`src/rtl/crate_map_pkg.sv`:
```
// crate_map_pkg: shared definitions for the crate frame serializer.
//   - ROW_W / N_ROWS : frame geometry (38 rows of 38 bits)
//   - HDR_ROW_ID     : out_row value that marks the header word
//   - HDR_MARK       : fixed mark pattern carried in header bits [15:0]
//   - state_e        : serializer FSM states
//   - frame_hdr_t    : header bitfield layout
package crate_map_pkg;

  localparam int          ROW_W      = 38;
  localparam int          N_ROWS     = 38;
  localparam logic [5:0]  HDR_ROW_ID = 6'h3F;
  localparam logic [15:0] HDR_MARK   = 16'hAAAA;

  typedef enum logic [1:0] {
    IDLE = 2'd0,
    HDR  = 2'd1,
    ROWS = 2'd2
  } state_e;

  typedef struct packed {
    logic        done;       // [37]    one-cycle done strobe
    logic [10:0] crate_tag;  // [36:26]
    logic [9:0]  fiber_id;   // [25:16]
    logic [15:0] mark;       // [15:0]
  } frame_hdr_t;

  // Done strobe of a header word.
  function automatic logic hdr_is_done(input frame_hdr_t h);
    return h.done;
  endfunction

endpackage

```
`src/rtl/row_find_next.sv`:
```
// row_find_next: priority search over a per-row nonzero mask.
//   mask_i  : bit r set when row r holds a nonzero value
//   start_i : first index allowed in the search (inclusive)
//   next_o  : lowest set index >= start_i (0 when none exists)
//   last_o  : no set bit lies above next_o, i.e. next_o is the final row to send
// Only used when the build defines ZERO_ROW_SKIP_EN.
module row_find_next
  import crate_map_pkg::*;
#(
  parameter int N_ROWS_P = crate_map_pkg::N_ROWS
) (
  input  logic [N_ROWS_P-1:0] mask_i,
  input  logic [5:0]          start_i,
  output logic [5:0]          next_o,
  output logic                last_o
);

  logic more_s;

  // Lowest qualifying index: scan downward so the lowest hit is written last.
  always_comb begin
    next_o = 6'd0;
    for (int i = N_ROWS_P - 1; i >= 0; i--) begin
      if (mask_i[i] && (6'(i) >= start_i)) begin
        next_o = 6'(i);
      end else begin
        next_o = next_o;
      end
    end
  end

  // Any nonzero row beyond the selected one means more rows follow.
  always_comb begin
    more_s = 1'b0;
    for (int i = 0; i < N_ROWS_P; i++) begin
      more_s = more_s | (mask_i[i] & (6'(i) > next_o));
    end
    last_o = ~more_s;
  end

endmodule

```
`src/rtl/crate_frame_serializer.sv`:
```
// crate_frame_serializer: captures one mapper frame (header + N_ROWS rows) in a
// single cycle and replays it as ROW_W-bit words under valid/ready.
// Optional build macro: ZERO_ROW_SKIP_EN (zero rows are not sent).
// Ports:
//   clk, rst          clock, asynchronous active-high reset
//   hdr_in, rows_in   mapper header (bit ROW_W-1 = done strobe) and flattened rows
//   out_data/out_row  current word and its index (HDR_ROW_ID for the header)
//   out_valid/ready   stream handshake; out_sof/out_eof frame delimiters
//   busy              a frame is held and not fully sent
//   drop_cnt          saturating count of frames lost to overrun
module crate_frame_serializer
  import crate_map_pkg::*;
#(
  parameter int N_ROWS = crate_map_pkg::N_ROWS,
  parameter int ROW_W  = crate_map_pkg::ROW_W,
  parameter int CNT_W  = 8
) (
  input  logic                    clk,
  input  logic                    rst,
  input  logic [ROW_W-1:0]        hdr_in,
  input  logic [N_ROWS*ROW_W-1:0] rows_in,
  output logic [ROW_W-1:0]        out_data,
  output logic [5:0]              out_row,
  output logic                    out_valid,
  input  logic                    out_ready,
  output logic                    out_sof,
  output logic                    out_eof,
  output logic                    busy,
  output logic [CNT_W-1:0]        drop_cnt
);

  state_e             state_q, state_d;
  logic [5:0]         ptr_q, ptr_d;
  logic [ROW_W-1:0]   rows_q [N_ROWS];
  logic [ROW_W-1:0]   data_q, data_d;
  logic [5:0]         row_q, row_d;
  logic               valid_q, valid_d;
  logic               sof_q, sof_d;
  logic               eof_q, eof_d;
  logic [CNT_W-1:0]   drop_q, drop_d;

  logic               trig_s, accept_s, free_s, capture_s, drop_s;
  logic [5:0]         start_s, next_idx_s;
  logic               last_s, hdr_eof_s;

  assign trig_s    = hdr_is_done(frame_hdr_t'(hdr_in));
  assign accept_s  = valid_q & out_ready;
  // The block is free in IDLE or when the final beat leaves this very cycle.
  assign free_s    = (state_q == IDLE) | (accept_s & eof_q);
  assign capture_s = trig_s & free_s;
  assign drop_s    = trig_s & ~free_s;
  // After the header the search starts at row 0, otherwise just past ptr.
  assign start_s   = (state_q == HDR) ? 6'd0 : (ptr_q + 6'd1);

`ifdef ZERO_ROW_SKIP_EN
  logic [N_ROWS-1:0] nz_in_s, nz_q;

  // Per-row nonzero flags of the incoming frame.
  always_comb begin
    nz_in_s = '0;
    for (int r = 0; r < N_ROWS; r++) begin
      nz_in_s[r] = |rows_in[r*ROW_W +: ROW_W];
    end
  end

  // Nonzero mask travels with the captured frame.
  always_ff @(posedge clk or posedge rst) begin
    if (rst) begin
      nz_q <= '0;
    end else if (capture_s) begin
      nz_q <= nz_in_s;
    end else begin
      nz_q <= nz_q;
    end
  end

  row_find_next #(.N_ROWS_P(N_ROWS)) u_row_find_next (
    .mask_i  (nz_q),
    .start_i (start_s),
    .next_o  (next_idx_s),
    .last_o  (last_s)
  );

  // An all-zero frame is a lone header that also closes the frame.
  assign hdr_eof_s = ~|nz_in_s;
`else
  assign next_idx_s = start_s;
  assign last_s     = (start_s == 6'(N_ROWS - 1));
  assign hdr_eof_s  = 1'b0;
`endif

  // Next state, pointer and registered output word.
  always_comb begin
    state_d = state_q;
    ptr_d   = ptr_q;
    data_d  = data_q;
    row_d   = row_q;
    valid_d = valid_q;
    sof_d   = sof_q;
    eof_d   = eof_q;
    case (state_q)
      IDLE, HDR, ROWS: begin
        if (capture_s) begin
          state_d = HDR;
          ptr_d   = 6'd0;
          data_d  = hdr_in;
          row_d   = HDR_ROW_ID;
          valid_d = 1'b1;
          sof_d   = 1'b1;
          eof_d   = hdr_eof_s;
        end else if (accept_s && eof_q) begin
          state_d = IDLE;
          ptr_d   = 6'd0;
          data_d  = '0;
          row_d   = 6'd0;
          valid_d = 1'b0;
          sof_d   = 1'b0;
          eof_d   = 1'b0;
        end else if (accept_s) begin
          state_d = ROWS;
          ptr_d   = next_idx_s;
          data_d  = rows_q[next_idx_s];
          row_d   = next_idx_s;
          valid_d = 1'b1;
          sof_d   = 1'b0;
          eof_d   = last_s;
        end else begin
          state_d = state_q;
        end
      end
      default: begin
        state_d = IDLE;
        ptr_d   = 6'd0;
        data_d  = '0;
        row_d   = 6'd0;
        valid_d = 1'b0;
        sof_d   = 1'b0;
        eof_d   = 1'b0;
      end
    endcase
  end

  // Saturating overrun counter.
  always_comb begin
    if (drop_s && (drop_q != {CNT_W{1'b1}})) begin
      drop_d = drop_q + CNT_W'(1);
    end else begin
      drop_d = drop_q;
    end
  end

  // State, pointer, output and counter registers.
  always_ff @(posedge clk or posedge rst) begin
    if (rst) begin
      state_q <= IDLE;
      ptr_q   <= 6'd0;
      data_q  <= '0;
      row_q   <= 6'd0;
      valid_q <= 1'b0;
      sof_q   <= 1'b0;
      eof_q   <= 1'b0;
      drop_q  <= '0;
    end else begin
      state_q <= state_d;
      ptr_q   <= ptr_d;
      data_q  <= data_d;
      row_q   <= row_d;
      valid_q <= valid_d;
      sof_q   <= sof_d;
      eof_q   <= eof_d;
      drop_q  <= drop_d;
    end
  end

  // Row buffer loads the whole frame on capture.
  always_ff @(posedge clk or posedge rst) begin
    if (rst) begin
      for (int r = 0; r < N_ROWS; r++) rows_q[r] <= '0;
    end else if (capture_s) begin
      for (int r = 0; r < N_ROWS; r++) rows_q[r] <= rows_in[r*ROW_W +: ROW_W];
    end else begin
      for (int r = 0; r < N_ROWS; r++) rows_q[r] <= rows_q[r];
    end
  end

  assign out_data  = data_q;
  assign out_row   = row_q;
  assign out_valid = valid_q;
  assign out_sof   = sof_q;
  assign out_eof   = eof_q;
  assign busy      = (state_q != IDLE);
  assign drop_cnt  = drop_q;

endmodule

```
`config.mk`:
```
export PLATFORM = sky130hd
export DESIGN_NAME = crate_frame_serializer
export DESIGN_NICKNAME = d
export VERILOG_FILES = /design/src/rtl/crate_map_pkg.sv /design/src/rtl/row_find_next.sv /design/src/rtl/crate_frame_serializer.sv
export SDC_FILE = /design/constraint.sdc
export NUM_CORES = 2
export LEC_CHECK = 0
export ABC_CLOCK_PERIOD_IN_PS = 68400
export CORE_AREA = 4 4 599 601
export CTS_BUF_LIST = sky130_fd_sc_hd__clkbuf_4 sky130_fd_sc_hd__clkbuf_8 sky130_fd_sc_hd__clkbuf_16
export DETAILED_ROUTE_END_ITERATION = 8
export DIE_AREA = 0 0 603 605
export PLACE_DENSITY = 0.35
export SLEW_MARGIN = 20
export SYNTH_ARGS = -nofsm -noshare
export SYNTH_HDL_FRONTEND = slang
export SYNTH_HIERARCHICAL = 1
export SYNTH_SLANG_ARGS = --single-unit
```
`constraint.sdc`:
```
create_clock -name clk -period 68.4 [get_ports clk]
set_input_delay 13.68 -clock clk [delete_from_list [all_inputs] [get_ports clk]]
set_output_delay 13.68 -clock clk [all_outputs]
set_load 0.05 [all_outputs]
```
==> results.yml <==
global_routing:
  grt_max_degree: 239
  track_usage: 0.234
  grt_pass1_vias: 67369
  grt_pass1_wl_microns: 593000
  antenna_found_initial: 266
  grt-ovfl-total: 0
critical_path:
  endpoint_kind: "async pin"
  required_ps: 69300
  cp-start-kind: "primary input"
  critPathMaxFanout: 116
  r2r_setup_slack_ps: 62950
  crit_type: "in -> async"
  arrival_ps: 18760
detailed_routing:
  route.met3.wl_microns: 24800
  ant_nets: 0
  first_pass_iters: 9
  routed_wl_microns: 444000
  wl_met2_microns: 217000
  wl_per_cell_microns: 30.8
  maxUsedRoutingLayer: "met5"
  drt_iter0_markers: 5450
  wirelength_met1_microns: 182000
  via_count: 65435
  via_per_inst: 4.54
  drc_errors: 0
power:
  max-vdd-ir-drop_mv: 0.0336
  p_total_uw: 5100
  p_switching_uw: 2390
  clock_power_share: 0.219
  power_frac_seq: 0.308
  intPower_uw: 2710
  p_leak_uw: 0.0453
  p_sw_frac: 0.468
  combPwrFrac: 0.473
  powerDensity_nw_per_um2: 52.7
clocking:
  numCtsBuffers: 197
  clk_latency_ps: 890
  cts_hold_buf: 0
  clkTransAtPathRegs_ps: 60
  post_cts_resized: 0
  cts_tree: "built"
  cts_root_buffer: "clkbuf_16"
  post_cts_buffers: 0
  cts_max_level: 4
  clock_sinks: 1506
  cts.path.max_buffers: 4
sta:
  finalSetupTns_ps: 0
  holdWs_ps: 467
  period_needed_ps: 17860
  setup-violations-final: 0
  slew_headroom: 0.111
  fin_skew_ps: 80.6
  drv_slew: 0
  finalHoldViolCount: 0
  post-route-period-util: 0.261
  max_freq_mhz: 56.0
  grt_setup_unrepaired: "false"
  worst_pin_slew_ps: 1330
synth:
  ys_async_sr_fraction: 1.00
  synth_edf_count: 0
  synth_nets: 9631
  yosys_warnings: 6
  synth_flop_cell: "dfrtp_1"
  synth_cell_type_count: 67
  yosysSeqAreaShare: 0.541
  ys_ff_latch: 1506
  synth_area_sq_um: 69700
  synth_cells: 8144
  avgSynthCellArea_sq_um: 8.56
placed_design:
  placedInstanceArea_sq_um: 89700
  dp.cells: 13951
  place_hpwl_microns: 337000
  numPortBuffers: 1540
  gp_congestion: 0.879
floorplan:
  die_w_microns: 603
  core_area_sq_um: 353000
  die_h_microns: 605
  row_count: 218
  io_pins: 1541
  die-area_sq_um: 365000
  start_util: 0.198
final_layout:
  drive_above_1_share: 0.0781
  area_delta_synth_final_pct: 39.1
  fin_area_sq_um: 96900
  seq_area_sq_um: 37700
  stdcell_count: 14415
  num-fill-cells: 38012
  multiInputGateArea_sq_um: 29600
  nets: 10910
status:
  status: "completed"
run:
  maxCapViolations: 0
worst_hold_path:
  hold_class: "reg -> reg"
[cell usage after synthesis, drive strengths merged, types with 5 or more instances]
library cell  number  area [sq um]
a31oi             24           150
mux2             175          1970
a221o             22           220
or3               27           169
a221oi             9          78.8
and3              35           219
a222oi            33           330
o31a               7          61.3
o211ai            40           300
clkbuf           196           736
o21ai            118           594
mux2i            197          1970
nor2              31           144
o2111ai           15           131
a211oi            38           285
nand2b            11          68.8
nand3             71           360
nand4              6          37.5
a21oi             40           204
o221ai           189          1660
a22oi             26           195
xnor2             10          87.6
mux4              22           495
nor3               5          25.0
o31ai             18           135
o311ai            50           438
buf              399          2020
a32o              15           150
a41oi             13           114
nand2           4648         17400
a32oi             38           333
a311oi            33           289
dfrtp           1506         37700
o22ai             38           238
[stage by stage]
step,worst slack [ps],utilization
6_report,50540,0.275
5_1_grt,49840,0.274
4_1_cts,50260,0.274
3_5_place_dp,49290,0.254
3_3_place_gp,49350,0.254
2_1_floorplan,12240,-
[registers in the layout (all words and copies together), names as in the netlist]
name	cells
rows_q	1444
drop_cnt	8
out_eof	1
out_row	6
out_valid	1
out_data	38
ptr_q	6
state_q	1
out_sof	1
[cell families after synthesis]
family / Yosys count / share of synthesized area
and+or+nand+nor: 4843 / 0.266
AOI/OAI and AO/OA: 786 / 0.0874
DFF: 1506 / 0.541
adders and majority gates: 3 / 0.000503
muxes: 394 / 0.0637
xor gates and xnor gates: 13 / 0.00163
buffers and inverters: 599 / 0.0398
[critical path, cell delays in order]
cell and delay, ps:
clkdlybuf4s50_1 490, inv_8 620, buf_4 740, buf_4 600, buf_4 640, buf_4 860
buf_4 750
[final timing paths]
path | from | endpoint | cells past startpoint
setup / recovery | rst | rows_q[233]$_DFFE_PP0P_ | 7
hold / removal | rows_q[327]$_DFFE_PP0P_ | rows_q[327]$_DFFE_PP0P_ | 2
setup reg to reg | ptr_q[0]$_DFFE_PP0P_ | out_data[9]$_DFFE_PP0P_ | 8
hold reg to reg | rows_q[327]$_DFFE_PP0P_ | rows_q[327]$_DFFE_PP0P_ | 2
max in group clk | out_ready | rows_q[142]$_DFFE_PP0P_ | 10
min in group asynchronous | rst | rows_q[1032]$_DFFE_PP0P_ | 2
[area by class of cell]
| class | count | area share |
|---|---|---|
| Antenna cell | 103 | 0.00266 |
| Clock buffer | 296 | 0.0621 |
| Clock inverter | 62 | 0.00844 |
| Inverter | 4 | 0.000336 |
| Multi-Input combinational cell | 6039 | 0.305 |
| Sequential cell | 1506 | 0.389 |
| Tap cell | 4730 | 0.0611 |
| Timing Repair Buffer | 1675 | 0.171 |
[layer usage]
| metal | GRT usage | vias to the layer above |
|---|---|---|
| met5 | 0 | - |
| met4 | 0.0969 | 90 |
| met3 | 0.0457 | 737 |
| met2 | 0.400 | 2354 |
| met1 | 0.287 | 32884 |
| li1 | - | 29370 |
[cells in the final DEF (no fill, tap or decap), types with 9 or more instances in the layout]
cell type           n
a221o_1            22
nor2_1             24
o311ai_0           46
mux4_2             22
mux2i_1           196
o21ai_1            30
clkdlybuf4s50_1  1540
and3_1             35
dfrtp_1          1505
o31ai_1            18
a32o_1             15
o22ai_1            38
a32oi_1            38
clkbuf_8           47
nand2b_1            9
a41oi_1            13
o21ai_0            84
buf_4             118
a21oi_1            38
bufinv_16          16
o211ai_1           40
diode_2           103
buf_12              9
mux2_2            175
clkbuf_4           49
a31oi_1            17
a311oi_1           23
clkbuf_16         200
a22oi_1            26
nand3_1            70
a211oi_1           37
or3_1              26
o2111ai_1          15
o221ai_1          189
a222oi_1           33
a311oi_2           10
clkinv_2           29
nand2_1          4642
[power groups by stage]
stage / clock network [uW] / registers [uW] / logic, uW
floorplan: 0 / 1550 / 1260
detailed placement: 0 / 1590 / 2480
global route: 1180 / 1620 / 2610
global placement: 0 / 1580 / 2470
finish: 1120 / 1570 / 2410
CTS: 1160 / 1570 / 2490
Power figures use the tool's default switching activity.
